**src/rtl/bit_serializer_pkg.sv**
```systemverilog
// Shared types and helpers for the parallel-to-serial feeder in front of the
// 1011 sequence detector.
package ser_pkg;

   typedef enum logic {
      IDLE  = 1'b0,
      SHIFT = 1'b1
   } ser_state_t;

   function automatic int unsigned cnt_w(input int unsigned width);
      return $clog2(width);
   endfunction

endpackage

```
**src/rtl/bit_serializer_if.sv**
```systemverilog
// Word-in / bit-out handshake bundle for bit_serializer; master is the word
// producer side, slave is the serializer itself.
interface bit_serializer_if #(
   parameter int unsigned WIDTH = 8
);

   logic [WIDTH-1:0] din;
   logic             din_valid;
   logic             din_ready;
   logic             sout;
   logic             sout_valid;
   logic             busy;

   modport master (
      output din,
      output din_valid,
      input  din_ready,
      input  sout,
      input  sout_valid,
      input  busy
   );

   modport slave (
      input  din,
      input  din_valid,
      output din_ready,
      output sout,
      output sout_valid,
      output busy
   );

endinterface

```
**src/rtl/bit_serializer.sv**
```systemverilog
// Parallel-to-serial feeder: accepts WIDTH-bit words on a valid/ready handshake
// and streams them out one bit per clock with no gap between back-to-back words.
module bit_serializer
   import ser_pkg::*;
#(
   parameter int unsigned WIDTH     = 8,
   parameter bit          MSB_FIRST = 1'b1,
   parameter logic        IDLE_BIT  = 1'b0
) (
   input  logic             clk,
   input  logic             rst,
   bit_serializer_if.slave  bus
);

   localparam int unsigned     CW   = cnt_w(WIDTH);
   localparam logic [CW-1:0]   LAST = CW'(WIDTH - 1);

   ser_state_t        state_q, state_d;
   logic [WIDTH-1:0]  shreg_q, shreg_d;
   logic [CW-1:0]     cnt_q,   cnt_d;
   logic              sout_q,  sout_d;
   logic              sout_valid_q, sout_valid_d;

   logic              last_bit;
   logic              ready;
   logic              xfer;

   assign last_bit = (cnt_q == LAST);
   assign ready    = rst && ((state_q == IDLE) || ((state_q == SHIFT) && last_bit));
   assign xfer     = bus.din_valid && ready;

   always_ff @(posedge clk or negedge rst) begin
      if (!rst) begin
         state_q      <= IDLE;
         shreg_q      <= '0;
         cnt_q        <= '0;
         sout_q       <= IDLE_BIT;
         sout_valid_q <= 1'b0;
      end else begin
         state_q      <= state_d;
         shreg_q      <= shreg_d;
         cnt_q        <= cnt_d;
         sout_q       <= sout_d;
         sout_valid_q <= sout_valid_d;
      end
   end

   always_comb begin
      state_d = state_q;
      if (xfer) begin
         state_d = SHIFT;
      end else if ((state_q == SHIFT) && last_bit) begin
         state_d = IDLE;
      end
   end

   // The register rotates rather than zero-fills so every bit stays live; only
   // the bit next to the output end is ever observed, so the wire is identical.
   always_comb begin
      shreg_d      = shreg_q;
      cnt_d        = cnt_q;
      sout_d       = sout_q;
      sout_valid_d = sout_valid_q;
      if (xfer) begin
         shreg_d      = bus.din;
         cnt_d        = '0;
         sout_d       = MSB_FIRST ? bus.din[WIDTH-1] : bus.din[0];
         sout_valid_d = 1'b1;
      end else if ((state_q == SHIFT) && !last_bit) begin
         cnt_d = cnt_q + CW'(1);
         if (MSB_FIRST) begin
            shreg_d = {shreg_q[WIDTH-2:0], shreg_q[WIDTH-1]};
            sout_d  = shreg_q[WIDTH-2];
         end else begin
            shreg_d = {shreg_q[0], shreg_q[WIDTH-1:1]};
            sout_d  = shreg_q[1];
         end
      end else if (state_q == SHIFT) begin
         sout_d       = IDLE_BIT;
         sout_valid_d = 1'b0;
      end
   end

   assign bus.din_ready  = ready;
   assign bus.sout       = sout_q;
   assign bus.sout_valid = sout_valid_q;
   assign bus.busy       = sout_valid_q;

endmodule

```
**src/flat_wrapper.sv**
```systemverilog
// flat-port wrapper written by rule: the top's interface ports become plain ports
module bit_serializer_flat import ser_pkg::*;
#(
   parameter int unsigned WIDTH     = 8,
   parameter bit          MSB_FIRST = 1'b1,
   parameter logic        IDLE_BIT  = 1'b0
)
  (clk, rst, bus_din, bus_din_valid, bus_din_ready, bus_sout, bus_sout_valid, bus_busy);
  bit_serializer_if #(.WIDTH(WIDTH)) bus_i ();
  input  logic clk;
  input  logic rst;
  input wire logic [$bits(bus_i.din)-1:0] bus_din;
  input wire logic [$bits(bus_i.din_valid)-1:0] bus_din_valid;
  output wire logic [$bits(bus_i.din_ready)-1:0] bus_din_ready;
  output wire logic [$bits(bus_i.sout)-1:0] bus_sout;
  output wire logic [$bits(bus_i.sout_valid)-1:0] bus_sout_valid;
  output wire logic [$bits(bus_i.busy)-1:0] bus_busy;
  assign bus_i.din = bus_din;
  assign bus_i.din_valid = bus_din_valid;
  assign bus_din_ready = bus_i.din_ready;
  assign bus_sout = bus_i.sout;
  assign bus_sout_valid = bus_i.sout_valid;
  assign bus_busy = bus_i.busy;
  bit_serializer #(.WIDTH(WIDTH), .MSB_FIRST(MSB_FIRST), .IDLE_BIT(IDLE_BIT)) u_core (.clk(clk), .rst(rst), .bus(bus_i));
endmodule
```
**config.mk**
```make
export PLATFORM = sky130hd
export DESIGN_NAME = bit_serializer_flat
export DESIGN_NICKNAME = d
export VERILOG_FILES = /design/src/rtl/bit_serializer_pkg.sv /design/src/rtl/bit_serializer_if.sv /design/src/rtl/bit_serializer.sv /design/src/flat_wrapper.sv
export SDC_FILE = /design/constraint.sdc
export NUM_CORES = 1
export LEC_CHECK = 0
export ABC_AREA = 1
export CORE_MARGIN = 2
export CORE_UTILIZATION = 51
export CTS_CLUSTER_DIAMETER = 80
export DETAILED_ROUTE_END_ITERATION = 10
export PLACE_DENSITY = 0.84
export SETUP_SLACK_MARGIN = 0.1
export SLEW_MARGIN = 20
export SYNTH_ARGS = -nofsm -noshare
export SYNTH_HDL_FRONTEND = slang
export SYNTH_SLANG_ARGS = --single-unit
```
**constraint.sdc**
```tcl
create_clock -name clk -period 2.9 [get_ports clk]
set_input_delay 0.435 -clock clk [delete_from_list [all_inputs] [get_ports clk]]
set_output_delay 0.435 -clock clk [all_outputs]
set_load 0.005 [all_outputs]
```
======== Yosys cells after proc, flatten, opt, wreduce, memory -nomap -nowiden ========
Cells that the tools add are included.
word-level totals
  flip-flop bits (word level) ............. 14
  bits in latches ......................... 0
  memory bits (writable) .................. 0
  bits in read-only memories .............. 0
  bits of input ports ..................... 11
  output and inout port bits .............. 4
  logic and storage cells ................. 31
  memories kept ........................... 0
operators by class
  add/subtract/negate cells ............... 1
  $mul .................................... 0
  div/mod/pow operators ................... 0
  order comparisons ....................... 0
  equal/unequal tests ..................... 2
  shift-type cells ........................ 0
  mux-type cells .......................... 11
  bitwise operators ....................... 1
  reductions and logical operators ........ 11
operators with widths
  cell                 count
  $mux 8               2
  $mux 1               7
  $mux 3               2
  $reduce_bool 2->1    3
  $logic_and 1x1->1    4
  $add 3x1->3 const B  1
  $eq 3x3->1 const B   1
  $reduce_bool 3->1    1
  $ne 2x1->1 const B   1
  $reduce_and 2->1     1
  $logic_not 1->1      1
  $logic_or 1x1->1     1
  $not 1->1            1

======== Logic depth before layout (Yosys ltp) ========
  depth after elaboration ................. 7
  depth in mapped cells ................... 8
  mapped depth without buffers ............ 7

======== Least setup slack after synthesis ========
No wires, ideal clock.
  kind .................................... register to output
  from .................................... register u_core.cnt_q[0]
  to ...................................... output bus_din_ready
  data arrival time ....................... 1.164 ns
  required time ........................... 2.465 ns
  slack ................................... 1.301 ns
  stages on the path, launching flop included .. 8
  path buffers ............................ 1
  path through ............................ dfrtp_1 -> ha_1 -> ha_1 -> inv_1 -> nand2_1 -> inv_1 -> buf_2 -> nor2_1
on the way
  cells in the longest elaborated chain, start to end .. 4
ends and longest elaborated chain
  element                   RTL line              text
  start: declaration        bit_serializer.sv:20  logic [CW-1:0] cnt_q, cnt_d;
  start signal: assignment  bit_serializer.sv:42  cnt_q <= cnt_d;
  $eq 3x3->1                bit_serializer.sv:28  assign last_bit = (cnt_q == LAST);
  $logic_and 1x1->1         bit_serializer.sv:29  assign ready = rst && ((state_q == IDLE) || ((state_q == SHIFT) && last_bit));
  $logic_or 1x1->1          bit_serializer.sv:29
  $logic_and 1x1->1         bit_serializer.sv:29
  end: declaration          flat_wrapper.sv:14    output wire logic [$bits(bus_i.din_ready)-1:0] bus_din_ready;
Every way passes these cells.

======== Worst setup path in the final report ========
Same ends and word-level chain as after synthesis.

==> summary.md <==
| Metric | Value |
|---|---|
| Pwr Total | `0.800 mW` |
| DRT antenna net count | `0` |
| Post-Syn Instances | `78` |
| Total Wirelength | `~1300 um` |
| Chip width | `40.4 um` |
| Most frequent cell after synthesis | `nand2_1` |
| Clock share of power | `between 15 and 20%` |
| Avg WL per Cell | `about 12 um` |
| Setup TNS | `0 ps` |
| Most frequent cells after synthesis | `nand2_1 (26), dfrtp_1 (14), nand3_1 (10)` |
| Layer with the highest usage | `met2` |
| Critical Path Sink Type | `output pin` |
| Mux share of post-synthesis cell area | `0%` |
| Cells taking the most area after synthesis | `dfrtp_1 (52%), nand2_1 (14%), nand3_1 (7.4%)` |
| Inserted Diodes | `0` |
| Vias | `594` |
| Min cycle time layout | `~2600 ps` |
| Reg clk slew, reported paths | `around 90 ps` |
| # placed instances | `between 100 and 150` |
| All-Layer GR Usage | `21.1%` |
| Synth Area in XOR/XNOR | `0%` |
| Yosys reg bits | `14` |
| Post-route cell area | `approximately 850 um^2` |
| Largest family of logic cells by synthesized area | `simple AND/OR/NAND/NOR gates` |
| Die ar. | `roughly 1600 um^2` |
| Period utilization | `90.0%` |
| Achievable Freq | `between 300 and 400 MHz` |
| Total CTS buffers | `3` |
| Clock sinks | `14` |
| Avg Cell Area, Syn | `8.68 um^2` |
| Drt first-iter violations | `17` |
| Multi-input logic area | `258 um^2` |
| Share of cells above drive strength 1 | `a little under an eighth` |
| Crit Path Category | `register to output pin` |
| Nets | `between 100 and 150` |
| Vias in the first global route | `between 500 and 600` |
| Worst setup startpoint | `u_core.cnt_q[0]$_DFFE_PN0P_` |
| P_int | `just over 0.5 mW` |
| Slew Viols, Final | `0` |
| RSZ-0062 raised after global routing | `false` |
| Net switching power | `roughly 0.29 mW` |
| Crit-path max FO | `12` |
| Clock skew | `between 6 and 7 ps` |
| Lkg Pwr | `0.403 nW` |
| Outcome | `completed` |
| Register area share after synthesis | `~52%` |
| Area growth from synthesis to layout | `25.3%` |
| CP Data Required Time | `about 2500 ps` |
| DP Area | `793 um^2` |
| Flop pwr share | `around two fifths` |
| Via density per instance | `5.50` |
| Port bufs | `14` |
| Max-cap violations | `0` |
| Met1 GRT Util | `~26%` |
| Main synth FF type | `dfrtp_1` |
| First-pass DRT Iterations | `4` |
| Simple-Gate Fraction of Synth Area | `between 30% and 40%` |
| Crit path launch type | `register` |
| Complex-gate fraction of the synthesized area | `2.59%` |
| # fillers | `109` |
| First-pass GRT wire length | `around 2200 um` |
| Crit path DAT | `about 2200 ps` |
| Sw frac | `a little over a third` |
| Synth unique cells | `15` |
| Syn nets | `between 90 and 100` |
| Count of final hold-check violations | `0` |
| H-tree depth | `1` |
| Initial antenna violation count | `0` |
| Hold Crit Start | `u_core.cnt_q[0]$_DFFE_PN0P_` |
| DRC violation count after routing | `0` |
| FF+latch area | `approximately 350 um^2` |
| Number of synthesis warnings | `0` |
| Max clock buf depth | `2` |
| Slew headroom | `between 70% and 80%` |
| Area leader, netlist | `dfrtp_1` |
| Worst-margin pin slew | `427 ps` |
| GRT met2 Usage | `33.3%` |
| TritonCTS clock tree | `done` |
| Die Y | `between 40 and 50 um` |
| # rows | `13` |
| Initial Util | `a little over half` |
| Post-DP HPWL | `915 um` |
| Final number of setup-violating endpoints | `0` |
| # IOs | `15` |
| Final GP Congestion | `~0.74` |
| R2R Path Start | `u_core.cnt_q[0]$_DFFE_PN0P_` |
| Largest net degree at the start of global routing | `24` |
| Combinational share of power | `41.3%` |
| Ys async rst share | `100%` |
| GRT met3 Usage | `around 5%` |
| VDD IR-drop max | `between 400 and 500 uV` |
| Post-Syn Area | `approximately 680 um^2` |
| Gr ovfl total | `0` |
| Hold Crit Class | `register to register` |
| CTS root buf | `clkbuf_4` |
| Pwr per Cell Area | `~940 nW/um^2` |
| Final Non-Filler Cells | `approximately 110` |
| Fin util | `between 60% and 70%` |
| Worst skew pair latency | `about 280 ps` |
| Yosys top cell area share | `between 50% and 60%` |
| Core Region | `approximately 1300 um^2` |
| Adder-Cell Fraction of Synth Area | `3.70%` |
| Number of flops mapped to enable cells by yosys | `0` |
metal layers:
layer / wire, um / vias up
li1: - / 285
met5: 0 / -
met3: 98 / 7
met1: 552 / 277
met2: 659 / 25
met4: 31 / 0
cells in the final DEF (no fill, tap or decap):
| cell | netlist | final |
|---|---|---|
| clkbuf_8 | 0 | 1 |
| buf_4 | 3 | 3 |
| nand3_1 | 10 | 10 |
| inv_2 | 2 | 2 |
| nand4_1 | 8 | 8 |
| nand2_2 | 1 | 1 |
| clkinvlp_4 | 0 | 1 |
| nand2_1 | 26 | 26 |
| dfrtp_1 | 14 | 14 |
| o21ai_0 | 1 | 1 |
| clkbuf_4 | 0 | 3 |
| a21oi_1 | 1 | 1 |
| clkdlybuf4s50_1 | 0 | 14 |
| o21a_1 | 1 | 1 |
| ha_1 | 2 | 2 |
| nor2_1 | 3 | 3 |
| inv_1 | 3 | 2 |
layout make-up:
cell class                 instances  share of cell area [%]
timing repair buffer              17                    19.2
tap                               15                    2.21
multi-input combinational         53                    30.4
inverter                           5                    2.65
sequential                        14                    41.3
clock buffer                       4                    4.28
registers in the layout (all words and copies together), names as in the netlist:
name and count:
u_core.bus.busy 1, u_core.bus.sout 1, u_core.shreg_q 8, u_core.cnt_q 3, u_core.state_q 1
per-stage QoR:
step,setup slack [ps],hold WS (ps)
4_1_cts,239,488
6_report,291,486
5_1_grt,87.0,514
3_5_place_dp,550,467
2_1_floorplan,1300,139
3_3_place_gp,617,460
worst max-delay path, cell delays in order (launching register included):
cell and delay, ps:
dfrtp_1 370, ha_1 160, ha_1 150, inv_1 40
nand2_1 320, clkinvlp_4 230, nor2_1 110, clkdlybuf4s50_1 500
power by group through the flow:
stage                     Sequential (mW)  Combinational [mW]  Clock (mW)
final                               0.329               0.330       0.141
after global routing                0.341               0.381       0.154
after CTS                           0.329               0.302       0.141
after detailed placement            0.333               0.300           0
after global placement              0.330               0.286           0
after floorplan                     0.325               0.229           0
timing repair:
action	CTS	global route
buffers inserted	0	2
hold buffers	0	0
endpoints found under the setup margin	0	1
gates resized for setup	0	1
final timing paths:
kind | end | slack, ps | cells past startpoint
worst max register to register | u_core.shreg_q[7]$_DFFE_PN0P_ | 1150 | 7
worst max-delay path | bus_din_ready | 290 | 7
min in group asynchronous | u_core.cnt_q[2]$_DFFE_PN0P_ | 540 | 2
max in group asynchronous | u_core.shreg_q[1]$_DFFE_PN0P_ | 2150 | 2
worst min register to register | u_core.cnt_q[0]$_DFFE_PN0P_ | 490 | 1
worst min-delay path | u_core.cnt_q[0]$_DFFE_PN0P_ | 490 | 1
logic make-up after synthesis:
| kind of cell | after synthesis |
|---|---|
| AOI/OAI and AO/OA | 3 |
| adders and majority gates | 2 |
| buffers and inverters | 11 |
| DFF | 14 |
| and+or+nand+nor | 48 |
(Power assumes the default switching activity.)
